<file path="config.mk">
export PLATFORM = sky130hd
export DESIGN_NAME = rr_arb64
export DESIGN_NICKNAME = d
export VERILOG_FILES = /design/src/rtl/rr_arb_pkg.sv /design/src/rtl/rr_mask_pe.sv /design/src/rtl/rr_arb64.sv
export SDC_FILE = /design/constraint.sdc
export NUM_CORES = 1
export LEC_CHECK = 0
export BUFFER_PORTS_ARGS = -buffer_cell sky130_fd_sc_hd__buf_2
export CAP_MARGIN = 10
export CORE_ASPECT_RATIO = 0.5
export CORE_MARGIN = 1.5
export CORE_UTILIZATION = 35
export DETAILED_ROUTE_END_ITERATION = 6
export GPL_TIMING_DRIVEN = 1
export PLACE_DENSITY = 0.64
export SLEW_MARGIN = 20
export SYNTH_ARGS = -nofsm -noshare
export SYNTH_HDL_FRONTEND = slang
export SYNTH_HIERARCHICAL = 1
export SYNTH_SLANG_ARGS = --single-unit
</file>
<file path="constraint.sdc">
create_clock -name clk -period 14.2 [get_ports clk]
set_input_delay 0.71 -clock clk [delete_from_list [all_inputs] [get_ports clk]]
set_output_delay 0.71 -clock clk [all_outputs]
set_load 0.02 [all_outputs]
</file>
<file path="src/rtl/rr_arb_pkg.sv">
// Shared types and helpers for the round-robin arbiter: FSM state encoding
// and the lowest-set-bit priority encoder plus its one-hot to binary converter.
package rr_arb_pkg;

  localparam int MAX_N   = 64;
  localparam int MAX_IDW = 6;

  typedef enum logic [1:0] {
    IDLE    = 2'd0,
    GRANTED = 2'd1,
    RECOVER = 2'd2
  } arb_state_e;

  // Isolates the lowest set bit; zero in gives zero out.
  function automatic logic [MAX_N-1:0] onehot_lsb(input logic [MAX_N-1:0] vec);
    return vec & (~vec + MAX_N'(1));
  endfunction

  function automatic logic [MAX_IDW-1:0] onehot2bin(input logic [MAX_N-1:0] oh);
    logic [MAX_IDW-1:0] id;
    id = '0;
    for (int i = 0; i < MAX_N; i++) begin
      if (oh[i]) id = id | MAX_IDW'(i);
    end
    return id;
  endfunction

endpackage

</file>
<file path="src/rtl/rr_mask_pe.sv">
// Combinational rotating-priority winner search: first request strictly above
// ptr, otherwise wrap to the lowest request overall.
module rr_mask_pe
  import rr_arb_pkg::*;
#(
  parameter int N   = 64,
  parameter int IDW = 6
) (
  input  logic [N-1:0]   req,
  input  logic [IDW-1:0] ptr,
  output logic [N-1:0]   winner_onehot,
  output logic [IDW-1:0] winner_id,
  output logic           any_req
);

  logic [MAX_N-1:0]   req_ext;
  logic [MAX_N-1:0]   above;
  logic [MAX_N-1:0]   masked;
  logic [MAX_N-1:0]   pick;
  logic [MAX_IDW-1:0] id_ext;

  // Bits above N-1 of req_ext are always zero, so the extended mask is harmless.
  always_comb begin
    req_ext = MAX_N'(req);
    above   = ~((MAX_N'(2) << ptr) - MAX_N'(1));
    masked  = req_ext & above;
    pick    = (masked != '0) ? onehot_lsb(masked) : onehot_lsb(req_ext);
  end

  assign id_ext        = onehot2bin(pick);
  assign winner_onehot = pick[N-1:0];
  assign winner_id     = id_ext[IDW-1:0];
  assign any_req       = |req;

endmodule

</file>
<file path="src/rtl/rr_arb64.sv">
// Round-robin arbiter with registered one-hot grant, hold timer and a
// one-cycle turnaround gap after every grant.
//
// state   | meaning
// --------+-----------------------------------------------------------
// IDLE    | no owner; any request is granted at the next edge
// GRANTED | grant held until release, withdrawal or hold-timer expiry
// RECOVER | one-cycle bus turnaround with grant low, then back to IDLE
module rr_arb64
  import rr_arb_pkg::*;
#(
  parameter int N        = 64,
  parameter int IDW      = 6,
  parameter int MAX_HOLD = 16
) (
  input  logic           clk,
  input  logic           rst_n,
  input  logic [N-1:0]   req,
  input  logic           grant_release,
  output logic [N-1:0]   grant,
  output logic           grant_valid,
  output logic [IDW-1:0] grant_id,
  output logic           timeout,
  output logic           busy
);

  localparam int HCW = (MAX_HOLD < 2) ? 1 : $clog2(MAX_HOLD + 1);
  localparam logic [HCW-1:0] HOLD_MAX = HCW'(MAX_HOLD);
  // With the timer disabled the counter simply parks at all-ones.
  localparam logic [HCW-1:0] HOLD_SAT = (MAX_HOLD == 0) ? {HCW{1'b1}} : HCW'(MAX_HOLD);

  arb_state_e     state, state_nx;
  logic [IDW-1:0] ptr, ptr_nx;
  logic [IDW-1:0] id_nx;
  logic [N-1:0]   grant_nx;
  logic [HCW-1:0] hold_cnt, hold_nx;
  logic           timeout_nx;

  logic [N-1:0]   win_oh;
  logic [IDW-1:0] win_id;
  logic           any_req;
  logic           owner_req;
  logic           hold_expired;
  logic           end_grant;

  rr_mask_pe #(
    .N   (N),
    .IDW (IDW)
  ) u_pe (
    .req           (req),
    .ptr           (ptr),
    .winner_onehot (win_oh),
    .winner_id     (win_id),
    .any_req       (any_req)
  );

  assign owner_req    = req[grant_id];
  assign hold_expired = (MAX_HOLD != 0) && (hold_cnt == HOLD_MAX);
  assign end_grant    = grant_release || !owner_req || hold_expired;

  always_ff @(posedge clk or negedge rst_n) begin
    if (!rst_n) begin
      state    <= IDLE;
      grant    <= '0;
      grant_id <= '0;
      ptr      <= IDW'(N - 1);
      hold_cnt <= '0;
      timeout  <= 1'b0;
    end else begin
      state    <= state_nx;
      grant    <= grant_nx;
      grant_id <= id_nx;
      ptr      <= ptr_nx;
      hold_cnt <= hold_nx;
      timeout  <= timeout_nx;
    end
  end

  always_comb begin
    state_nx   = state;
    grant_nx   = grant;
    id_nx      = grant_id;
    ptr_nx     = ptr;
    hold_nx    = hold_cnt;
    timeout_nx = 1'b0;
    case (state)
      IDLE: begin
        if (any_req) begin
          state_nx = GRANTED;
          grant_nx = win_oh;
          id_nx    = win_id;
          ptr_nx   = win_id;
          hold_nx  = HCW'(1);
        end
      end
      GRANTED: begin
        if (end_grant) begin
          state_nx   = RECOVER;
          grant_nx   = '0;
          hold_nx    = '0;
          // Release or withdrawal in the expiry cycle takes precedence.
          timeout_nx = hold_expired && !grant_release && owner_req;
        end else if (hold_cnt != HOLD_SAT) begin
          hold_nx = hold_cnt + HCW'(1);
        end
      end
      RECOVER: begin
        state_nx = IDLE;
      end
      default: begin
        state_nx = IDLE;
        grant_nx = '0;
      end
    endcase
  end

  always_comb begin
    grant_valid = |grant;
    busy        = (state == GRANTED) || (state == RECOVER);
  end

endmodule

</file>
==> out/results.ini <==
[floorplanning]
start_util_pct = 35.47
design.die.area_um2 = 27730
die-width_um = 234.0
rows = 42
die_h_um = 118.5
io_pins = 140
coreArea_um2 = 26330

[worst_setup_path]
cp_max_fo = 45
crit_arrival_ns = 7.70
startpoint_type = flop
endpoint_kind = flop
worstPathRequired_ns = 14.49
worstReg2RegStart = ptr[1]
startpoint = ptr[1]
critical_path_class = flop to flop

[sta]
fin_crit_ns = 7.417
relSlewSlack_pct = 13.98
slew_viol_final = 0
setup_viol = 0
rsz0062_at_grt = false
finalSetupTns_ns = 0
fmax_mhz = 134.8
fin_hold_ws_ns = 0.2776
hold_viol_final = 0
skew_ns = 0.01011
worstMarginPinSlew_ns = 1.277
min_period_over_period_pct = 52.23

[global_routing]
grt_pass1_vias = 10100
grt.overflow.total = 0
antenna_found_initial = 2
grt_usage_pct = 32.08
grt_pass1_wl_um = 66960
grt_max_degree = 64

[place]
hpwl_um = 34570
place.gp.congestion = 1.050
portBuffers = 139

[final_layout]
drive_gt1_share_pct = 21.27
area_delta_synth_final_pct = 12.34
multi_input_area_um2 = 6640
layout.nets = 1396
n_fill_cell = 2684
seq_area_um2 = 2110

[clocking]
ctsHoldBuffers = 0
cts_resized = 0
cts_buffer_depth = 2
clock_latency_ns = 0.34
clkSinkCount = 84
htreeDepth = 3
numCtsBuffers = 9
cts_tree = yes
clkTransAtPathRegs_ns = 0.07
cts-root-buf = clkbuf_16
postCtsSetupBuffers = 0

[job]
cap_violations = 0

[route]
drt.antenna.violating_nets = 0
drtIter0Drc = 1885
viasPerCell = 6.797
firstDrtPassIters = 6
wire_per_inst_um = 27.06
vias = 11410
routed_wirelength_um = 45430
route.detailed.drc = 0

[power_and_ir_drop]
ir_worst_vdd_mv = 0.09723
p_per_area_nw_per_um2 = 150.3
p_leak_nw = 4.389

[logic_synthesis]
synth_nets = 1325
synth_common_cells = nand2_1 (155), o21ai_0 (155), dfrtp_1 (78), nor2_1 (78), nand3_1 (52)
synth-edff-count = 0
yosys_most_used_dff = dfrtp_1
yosys_warnings = 6
syn_area_um2 = 9338
synth_area_leaders = dfrtp_1 (21%), o21ai_0 (8.3%), nand2_1 (6.2%)
synth_cells = 1250
yosys.area.top_type = dfrtp_1
synth-seq-area-share_pct = 22.59
synthArstFlopShare_pct = 100.0
netlist.area_leader.share_pct = 20.90
ys_types = 95
synth.avg_cell_area_um2 = 7.470
ys_seq_elements = 84

[worst_hold_path]
hold_class = input pin to async pin

[status]
outcome = completed

## worst paths after layout
check / to / slack, ns / depth (start not counted)
worst max-delay path: ptr[1] / 6.78 / 17
worst min-delay path: state[1] / 0.28 / 1
worst max register to register: ptr[1] / 6.78 / 17
worst min register to register: hold_cnt[0] / 0.53 / 1
max in group asynchronous: grant[46] / 12.82 / 2
min in group clk: hold_cnt[0] / 0.53 / 1
## sequential cells by signal, summed over array words and instances, names as in the netlist
signal    count
timeout       1
hold_cnt      5
state         2
ptr           6
grant_id      6
grant        64
## cell families after synthesis
kind of cell,count (synthesis),share of synthesized area (%)
adder cells (fa/ha/maj),8,1.072
flip-flops,84,22.59
buffers and inverters,137,6.713
AO/OA/AOI/OAI,410,29.91
AND/OR/NAND/NOR,569,33.61
multiplexers,36,5.547
XOR/XNOR,6,0.5628
## metrics by stage
stage	util (%)	total power [mW]	setup WS [ns]	cells	cell area, um^2
4_1_cts	39.73	1.537	7.126	1677	10460
3_3_place_gp	38.54	1.279	7.395	1661	10150
5_1_grt	39.83	1.648	6.583	1678	10490
3_5_place_dp	38.54	1.287	7.177	1661	10150
6_report	39.84	1.577	6.783	1679	10490
2_1_floorplan	-	1.002	9.396	1250	9338
## area by class of cell
type	count	area share, %
Multi-Input combinational cell	1029	63.30
Tap cell	352	4.198
Sequential cell	84	20.11
Clock buffer	12	2.445
Clock inverter	4	0.5367
Timing Repair Buffer	152	7.777
Antenna cell	1	0.02385
Inverter	45	1.610
## metal layers
metal	GRT usage, %	vias up	part of all wire (%)
met4	8.574	0	3.2
met2	44.01	849	40
li1	-	4929	-
met1	48.02	5523	44
met5	1.103	-	0
met3	9.073	112	13
## cells in the final DEF, fill, tap and decap left out, types with 10 or more instances in the layout
master,count
nand2_1,155
mux4_2,12
and2_1,14
a31o_1,14
nand3_1,52
and3_1,25
nor2_1,77
o22ai_1,13
buf_4,13
mux2i_1,18
a31oi_1,10
nor2b_1,11
nor3_1,41
dfrtp_1,78
inv_1,45
buf_2,138
nand4_1,24
nand3b_1,20
nand2b_1,18
or3_1,10
o21ai_0,154
nor4_1,45
a21oi_1,38
a31o_2,51
o21a_1,13
## power breakdown
group	internal, mW	switching (mW)
Combinational	0.302	0.664
Clock	0.147	0.102
Sequential	0.268	0.0923
Total	0.718	0.858
## worst max-delay path, cell delays in order (launching register included)
cell and delay, ns:
dfstp_2 1.06, nor2_1 0.37, nand2_1 0.22, ha_1 0.16, buf_4 0.32, inv_1 0.33, a221oi_1 0.82, o22ai_1 0.31
nor4_2 0.43, nand3_2 0.22, or4_1 0.89, or3_1 0.73, o32ai_1 0.83, nor4_1 0.14, and3_1 0.22, nand4b_1 0.08
nand2_1 0.09, nand2_1 0.09
(Power assumes the default switching activity.)
